`config.mk`:
```
export PLATFORM = sky130hd
export DESIGN_NAME = mux_tree_pipelined
export DESIGN_NICKNAME = d
export VERILOG_FILES = /design/src/rtl/mux_tree_pkg.sv /design/src/rtl/mux4_stage.sv /design/src/rtl/mux_tree_pipelined.sv
export SDC_FILE = /design/constraint.sdc
export NUM_CORES = 1
export LEC_CHECK = 0
export CAP_MARGIN = 5
export CORE_MARGIN = 2
export CORE_UTILIZATION = 40
export DETAILED_ROUTE_END_ITERATION = 8
export PLACE_DENSITY = 0.81
export SKIP_LAST_GASP = 1
export SLEW_MARGIN = 10
export SYNTH_ARGS = -nofsm -noshare
export SYNTH_HDL_FRONTEND = slang
export SYNTH_SLANG_ARGS = --single-unit
```
`constraint.sdc`:
```
create_clock -name clk -period 1.58 [get_ports clk]
set_input_delay 0.316 -clock clk [delete_from_list [all_inputs] [get_ports clk]]
set_output_delay 0.316 -clock clk [all_outputs]
set_load 0.05 [all_outputs]
```
`src/rtl/mux_tree_pkg.sv`:
```
// rtl/mux_tree_pkg.sv - shared helpers for the pipelined 4:1 mux tree
//
// Purpose: tree-depth function, per-stage word count helper and the
// elaboration guard that rejects channel counts that are not a power of 4.
// Ports: none (package).

`ifndef MUX_TREE_PKG_SV
`define MUX_TREE_PKG_SV

// Place inside a module body: fails elaboration unless n is a power of 4 and >= 4.
`define MUX_TREE_ASSERT_POW4(n) \
  if (!mux_tree_pkg::is_pow4(n)) begin : g_bad_n_in \
    $error("mux_tree: N_IN must be a power of 4 and >= 4"); \
  end

package mux_tree_pkg;

  // Number of 4:1 levels needed to reduce n words to one.
  function automatic int clog4(input int n);
    int v;
    int l;
    v = n;
    l = 0;
    while (v > 1) begin
      v = v >> 2;
      l = l + 1;
    end
    return l;
  endfunction

  function automatic bit is_pow4(input int n);
    int v;
    if (n < 4) return 1'b0;
    v = n;
    while (v > 1) begin
      if ((v % 4) != 0) return 1'b0;
      v = v / 4;
    end
    return 1'b1;
  endfunction

  // Words held in the registers of stage k.
  function automatic int stage_words(input int n_in, input int k);
    return n_in >> (2 * (k + 1));
  endfunction

endpackage

`endif

```
`src/rtl/mux4_stage.sv`:
```
// rtl/mux4_stage.sv - one registered level of the 4:1 mux tree
//
// Purpose: GROUPS parallel 4:1 selects feeding a register bank, with the
// level's valid bit and its link in the combinational ready chain.
// Ports:
//   clk, rst_n      clock, asynchronous active-low reset
//   src_data        4*GROUPS words from the level above (group g = words 4g..4g+3)
//   src_sel         full select travelling with the upstream item
//   src_valid       upstream item present
//   ready           this level can take an item this cycle
//   data            GROUPS registered words
//   sel             registered full select
//   valid           registered item present
//   dst_ready       downstream level (or consumer) accepts this cycle

module mux4_stage
  import mux_tree_pkg::*;
#(
  parameter int WIDTH  = 8,
  parameter int GROUPS = 1,
  parameter int SEL_W  = 4,
  parameter int LVL    = 0
) (
  input  logic                      clk,
  input  logic                      rst_n,
  input  logic [4*GROUPS*WIDTH-1:0] src_data,
  input  logic [SEL_W-1:0]          src_sel,
  input  logic                      src_valid,
  output logic                      ready,
  output logic [GROUPS*WIDTH-1:0]   data,
  output logic [SEL_W-1:0]          sel,
  output logic                      valid,
  input  logic                      dst_ready
);

  logic [1:0]              pick;
  logic [GROUPS*WIDTH-1:0] picked;

  // This level consumes its own two select bits; the rest ride along.
  assign pick = src_sel[2*LVL +: 2];

  always_comb begin
    picked = '0;
    for (int g = 0; g < GROUPS; g++) begin
      picked[g*WIDTH +: WIDTH] = src_data[(4*g + int'(pick))*WIDTH +: WIDTH];
    end
  end

  // An empty level always accepts, so bubbles collapse toward the output.
  assign ready = dst_ready | ~valid;

  always_ff @(posedge clk or negedge rst_n) begin
    if (!rst_n) begin
      valid <= 1'b0;
      data  <= '0;
      sel   <= '0;
    end else if (ready) begin
      valid <= src_valid;
      if (src_valid) begin
        data <= picked;
        sel  <= src_sel;
      end
    end
  end

endmodule

```
`src/rtl/mux_tree_pipelined.sv`:
```
// rtl/mux_tree_pipelined.sv - N_IN:1 mux as a pipelined tree of 4:1 stages
//
// Purpose: forwards channel in_sel of in_data to out_data, one tree level per
// pipeline stage, with valid/ready handshakes and the select echoed on out_sel.
// Ports:
//   clk, rst_n   clock, asynchronous active-low reset
//   in_data      N_IN words, channel c at [c*WIDTH +: WIDTH]
//   in_sel       channel index to forward
//   in_valid     in_data/in_sel valid
//   in_ready     block accepts this cycle
//   out_data     selected word
//   out_sel      select that produced out_data
//   out_valid    out_data/out_sel valid
//   out_ready    consumer accepts this cycle

module mux_tree_pipelined
  import mux_tree_pkg::*;
#(
  parameter int  WIDTH  = 8,
  parameter int  N_IN   = 16,
  localparam int LEVELS = clog4(N_IN),
  localparam int SEL_W  = 2 * LEVELS
) (
  input  logic                  clk,
  input  logic                  rst_n,
  input  logic [N_IN*WIDTH-1:0] in_data,
  input  logic [SEL_W-1:0]      in_sel,
  input  logic                  in_valid,
  output logic                  in_ready,
  output logic [WIDTH-1:0]      out_data,
  output logic [SEL_W-1:0]      out_sel,
  output logic                  out_valid,
  input  logic                  out_ready
);

  `MUX_TREE_ASSERT_POW4(N_IN)

  for (genvar k = 0; k < LEVELS; k++) begin : g_stage
    localparam int GROUPS = stage_words(N_IN, k);

    logic [4*GROUPS*WIDTH-1:0] src_data;
    logic [SEL_W-1:0]          src_sel;
    logic                      src_valid;
    logic                      dst_ready;
    logic [GROUPS*WIDTH-1:0]   data;
    logic [SEL_W-1:0]          sel;
    logic                      valid;
    logic                      ready;

    if (k == 0) begin : g_head
      assign src_data  = in_data;
      assign src_sel   = in_sel;
      assign src_valid = in_valid;
    end else begin : g_link
      assign src_data  = g_stage[k-1].data;
      assign src_sel   = g_stage[k-1].sel;
      assign src_valid = g_stage[k-1].valid;
    end

    // Ready ripples back from the consumer through every level in one cycle.
    if (k == LEVELS - 1) begin : g_tail
      assign dst_ready = out_ready;
    end else begin : g_inner
      assign dst_ready = g_stage[k+1].ready;
    end

    mux4_stage #(
      .WIDTH  (WIDTH),
      .GROUPS (GROUPS),
      .SEL_W  (SEL_W),
      .LVL    (k)
    ) u_stage (
      .clk       (clk),
      .rst_n     (rst_n),
      .src_data  (src_data),
      .src_sel   (src_sel),
      .src_valid (src_valid),
      .ready     (ready),
      .data      (data),
      .sel       (sel),
      .valid     (valid),
      .dst_ready (dst_ready)
    );
  end

  assign in_ready  = g_stage[0].ready;
  assign out_data  = g_stage[LEVELS-1].data;
  assign out_sel   = g_stage[LEVELS-1].sel;
  assign out_valid = g_stage[LEVELS-1].valid;

endmodule

```
==> metrics.yaml, run 1 <==
path_delay_family: "buffers and inverters"
rsz0062_at_grt: "no"
setup_violations: 0
timing.final.crit_period_ns: 1.51
pre_cts_slack_ns: -0.229
drtAntennaViolNets: 0
grt_pass1_wl_um: 10800
track_usage_pct: 18.3
max_freq_mhz: 662
cts.clk_slew.worst_paths_ns: 0.09
finalWirelength_um: 6960
detailedPlacementHpwl_um: 5610
worst_ep_arrival_time_ns: 1.19
starting_density_pct: 41.7
initialDrtViolationCount: 56
cts_resizes: 0
place_congestion: 0.752
synth_enable_flop_cells: 0
fill_cells: 509
fp.dieW_um: 88.4
critical_path.startpoint_type: "input port"
cp.required_ns: 1.26
critical_path.cell_chain: "clkdlybuf4s50_1 > nand3b_1 > buf_4 > buf_12"
area.growth.synth_to_final_pct: 62.4
mappedNetlistArea_mm2: 0.00285
drt-wirelength-per-cell_um: 16.9
hp-class: "reg2reg"
syn-mean-instance-area_um2: 18.0
num_vias: 2096
max_slew.worst_pin.slew_ns: 0.460
drc_errors: 0
use_met1_pct: 23.5
ctsLongestPathBuffers: 2
path_max_fanout: 2
met2_track_utilization_from_global_routing_pct: 31.7
num_antenna_cells: 0
timing.final.max_slew_violations: 0
worstSetupPathType: "in2out"
timing.critical_path.buf_inv: 3
setup_slack_ns: 0.0696
powerDensity_mw_per_mm2: 943
synth_seq_cells: 50
syn-num-nets: 294
postSynth.topFlopCell: "sky130_fd_sc_hd__dfrtp_1"
synthesis.instances: 158
post_synth_most_frequent_cells: "sky130_fd_sc_hd__dfrtp_1 (50), sky130_fd_sc_hd__mux2_2 (40), sky130_fd_sc_hd__mux4_2 (40), sky130_fd_sc_hd__buf_2 (8), sky130_fd_sc_hd__mux2_1 (8)"
antenna_found_initial: 0
cts_made_buffers: 5
outcome: "finished clean"
cts_sinks: 50
synth-seq-area-share_pct: 43.9
finalHoldViolCount: 0
number_of_global_route_vias_before_repair: 2310
layout_worst_path_cycle_share_pct: 95.6
power.static_leakage_nw: 1.81
cts-htree-levels: 2
drv_cap: 0
top_cells_by_area_synth: "sky130_fd_sc_hd__dfrtp_1 (44%), sky130_fd_sc_hd__mux4_2 (32%), sky130_fd_sc_hd__mux2_2 (16%)"
max_stage_delay_ns: 0.41
grt_start_max_net_pins: 51
synth_largest_area_cell: "sky130_fd_sc_hd__dfrtp_1"
grt_use_met3_pct: 3.54
floorplan.die_area_mm2: 0.00781
busiest_layer: "met2"
setup.worst_path.end_class: "output port"
route.detailed.vias_per_inst: 5.09
synth_top_area_share_pct: 43.9
finalCoreUtilization_pct: 67.7
insertion_delay_ns: 0.30
cts_tree: "done"
buffer_ports.inserted: 149
yosys.cell_count.top_type: "sky130_fd_sc_hd__dfrtp_1"
post_synth_arst_share_pct: 100
first_pass_iters: 3
die-height_um: 88.4
drive_gt1_share_pct: 38.0
fp.coreArea_mm2: 0.00683
finalPower_mw: 4.36
global_route.overflow_total: 0
fin_nets: 451
netlist-cell-type-count: 12
max_slew_margin_vs_limit_pct: 69.3
skew_ns: 0.00348
clk_root_buffer_cell: "sky130_fd_sc_hd__clkbuf_8"
top_level_ports: 150
irDropWorstVdd_uv: 398
worst_path_max_delay_cell: "sky130_fd_sc_hd__clkdlybuf4s50_1"
yosysWarningCount: 0
fp-row-count: 30
[cell usage in the layout (no fill, tap or decap), drive strengths merged]
cell,instances
nand3b,1
clkinvlp,1
mux2,48
clkbuf,6
clkinv,1
dlygate4sd3,1
buf,30
nand2b,3
mux4,40
nand2,2
clkdlybuf4s50,133
dfrtp,50
[power by group]
| part | switching, mW | internal, mW | total [mW] |
|---|---|---|---|
| Clock | 0.411 | 0.352 | 0.763 |
| Combinational | 0.812 | 1.02 | 1.83 |
| Sequential | 0.188 | 1.58 | 1.77 |
| Total | 1.41 | 2.95 | 4.36 |
[metal layers]
layer / part of all wire (%) / up-vias
met5: 0 / -
li1: - / 952
met2: 51 / 89
met1: 41 / 1046
met4: 1.5 / 0
met3: 7.3 / 9
[sequential cells by signal (all words and copies together), names as in the netlist]
name                   count
g_stage.u_stage.valid      2
g_stage.u_stage.data      40
g_stage.u_stage.sel        8
[final cells by class]
type                       count  area, um^2  area share (%)
clock buffer                   6        82.6            1.79
multi-input combinational     94        1480            32.1
sequential                    50        1250            27.1
timing repair buffer         164        1670            36.2
tap                           96         120            2.60
clock inverter                 2        12.5           0.271
[logic make-up after synthesis]
kind of cell | Yosys count | share of synthesized area, %
mux | 88 | 50.6
buf+inv | 14 | 4.17
simple gates | 6 | 1.27
flops | 50 | 43.9
[final timing paths]
kind | start | end | slack, ns | cells past startpoint
max | out_ready | in_ready | 0.07 | 4
min | g_stage[0].u_stage.sel[0] | g_stage[1].u_stage.sel[0] | 0.50 | 1
max reg2reg | g_stage[0].u_stage.sel[2] | g_stage[1].u_stage.data[0] | 0.18 | 3
min reg2reg | g_stage[0].u_stage.sel[0] | g_stage[1].u_stage.sel[0] | 0.50 | 1
max in group asynchronous | rst_n | g_stage[1].u_stage.valid | 0.82 | 3
min in group asynchronous | rst_n | g_stage[1].u_stage.data[5] | 0.52 | 3
[stage by stage]
stage                     instances  setup TNS (ns)  hold slack (ns)  instance area (um^2)
after floorplan                 158          -12.53           0.0204                  2870
after global placement          402           -6.43            0.325                  4510
after detailed placement        402           -6.85            0.319                  4510
after CTS                       412               0            0.506                  4620
after global routing            412               0            0.526                  4620
final                           412               0            0.501                  4620
[what timing repair did]
item	4_1_cts	5_1_grt
setup endpoints to repair	1	0
endpoints found under the hold margin	15	0
setup buffers	1	0
hold buffers	1	0
Note: power is estimated with default switching activity, not from simulation.
==> run 2, diff against run 1 <==
REMOVE_ABC_BUFFERS = 1   (was unset)
==> run 2 against run 1 <==
Compared with the run above:
- maximum frequency up 1.4%
- via count shrank 1.3%
- global-route usage is 1.2 points lower
- hold slack worse by 0.16 ns
- largest cell class unchanged
- largest power group unchanged
==> metrics.yaml, run 2 (synthesis gave the netlist of run 1 again) <==
drv_cap: 0
worstSetupPathType: "in2reg"
cts.repair_timing.setup_buffer_count: 0
fin_nets: 449
drc_errors: 0
drive_gt1_share_pct: 37.3
multi_input_comb_area_mm2: 0.00148
critical_path.startpoint_type: "input port"
register_area_mm2: 0.00125
rsz0062_at_grt: "no"
global_route.overflow_total: 0
finalHoldViolCount: 0
buffer_ports.inserted: 149
num_vias: 2068
r2r.worst_path.cells: 3
starting_density_pct: 41.7
drt-wirelength-per-cell_um: 16.0
setup-tns-final_ns: 0
ctsLongestPathBuffers: 2
mostFrequentLayoutCells: "sky130_fd_sc_hd__clkdlybuf4s50_1 (132), sky130_fd_sc_hd__dfrtp_1 (50), sky130_fd_sc_hd__mux4_2 (40), sky130_fd_sc_hd__mux2_2 (40), sky130_fd_sc_hd__buf_4 (14)"
route.detailed.vias_per_inst: 5.04
setup.worst_path.end_class: "flip-flop"
grt_pass1_wl_um: 10100
layout_worst_path_cycle_share_pct: 94.3
setup_violations: 0
top_level_ports: 150
cts_made_buffers: 5
initialDrtViolationCount: 25
cp.required_ns: 1.77
timing.final.max_slew_violations: 0
area.growth.synth_to_final_pct: 63.2
outcome: "finished clean"
timing.final.crit_period_ns: 1.49
fp-row-count: 30
cts_tree: "done"
worst_ep_arrival_time_ns: 1.68
fill_cells: 523
path_max_fanout: 19
fp.coreArea_mm2: 0.00683
min-delay-start: "out_ready"
setup_slack_ns: 0.0899
cts-htree-levels: 2
crit_start: "in_sel[1]"
skew_ns: 0.00823
finalPower_mw: 4.45
place_congestion: 0.701
cts.clk_slew.worst_paths_ns: 0.09
antenna_found_initial: 0
grt_start_max_net_pins: 51
track_usage_pct: 17.1
hp-class: "in2reg"
floorplan.die_area_mm2: 0.00781
drtAntennaViolNets: 0
power.static_leakage_nw: 1.83
max_slew_margin_vs_limit_pct: 67.7
detailedPlacementHpwl_um: 5390
max_freq_mhz: 671
first_pass_iters: 4
hold_depth: 3
finalWirelength_um: 6570
irDropWorstVdd_uv: 463
fp.dieW_um: 88.4
die-height_um: 88.4
largest_reg_flops: 40
crit-reg2reg-launch: "g_stage[0].u_stage.sel[2]"
largestRegisters: "g_stage.u_stage.data (40), g_stage.u_stage.sel (8), g_stage.u_stage.valid (2)"
max_slew.worst_pin.slew_ns: 0.484
clk_root_buffer_cell: "sky130_fd_sc_hd__clkbuf_8"
powerDensity_mw_per_mm2: 957
insertion_delay_ns: 0.30
num_antenna_cells: 0
largest_register: "g_stage.u_stage.data"
finalCoreUtilization_pct: 68.0
pre_cts_slack_ns: -0.230
cts_sinks: 50
commonest_non_fill_non_tap_cell_in_the_layout: "sky130_fd_sc_hd__clkdlybuf4s50_1"
number_of_global_route_vias_before_repair: 2217
==> run 2: repair_timing <==
item                                    4_1_cts  5_1_grt
hold buffers                                  1        0
endpoints found under the setup margin        0        1
gates resized for setup                       0        2
endpoints found under the hold margin        15        0
==> run 2: critical path, cell delays in order <==
cell	delay, ns
sky130_fd_sc_hd__clkdlybuf4s50_1	0.57
sky130_fd_sc_hd__buf_12	0.19
sky130_fd_sc_hd__mux4_2	0.31
sky130_fd_sc_hd__mux2_2	0.28
==> run 2: worst paths after layout <==
kind	endpoint	slack [ns]
max	g_stage[0].u_stage.data[19]	0.09
min	g_stage[1].u_stage.valid	0.34
max reg2reg	g_stage[1].u_stage.data[2]	0.13
min reg2reg	g_stage[1].u_stage.sel[0]	0.49
max in group asynchronous	g_stage[0].u_stage.data[30]	0.82
min in group asynchronous	g_stage[0].u_stage.data[4]	0.52
==> run 2: layout make-up <==
class                           instances  area share [%]
Timing Repair Buffer                  162            36.4
Clock buffer                            5            1.48
Tap cell                               96            2.58
Multi-Input combinational cell         94            31.8
Clock inverter                          3           0.861
Sequential cell                        50            26.9
==> run 2: metrics by stage <==
stage               area (um^2)  hold slack, ns  std cells
floorplan                  2730          0.0204        144
global placement           4520           0.324        401
detailed placement         4520           0.324        401
CTS                        4640           0.494        410
global route               4650           0.357        410
finish                     4650           0.338        410
==> run 2: layer usage <==
layer | track usage (%) | vias to the layer above | part of all wire [%]
li1 | - | 946 | -
met1 | 18.9 | 1024 | 36
met2 | 32.7 | 89 | 56
met3 | 3.92 | 9 | 6.9
met4 | 4.68 | 0 | 1.8
met5 | 0 | - | 0
==> run 2: report_power, final <==
| group | switching (mW) | internal (mW) | total, mW |
|---|---|---|---|
| combinational | 0.807 | 1.02 | 1.83 |
| sequential | 0.170 | 1.58 | 1.75 |
| clock | 0.406 | 0.466 | 0.872 |
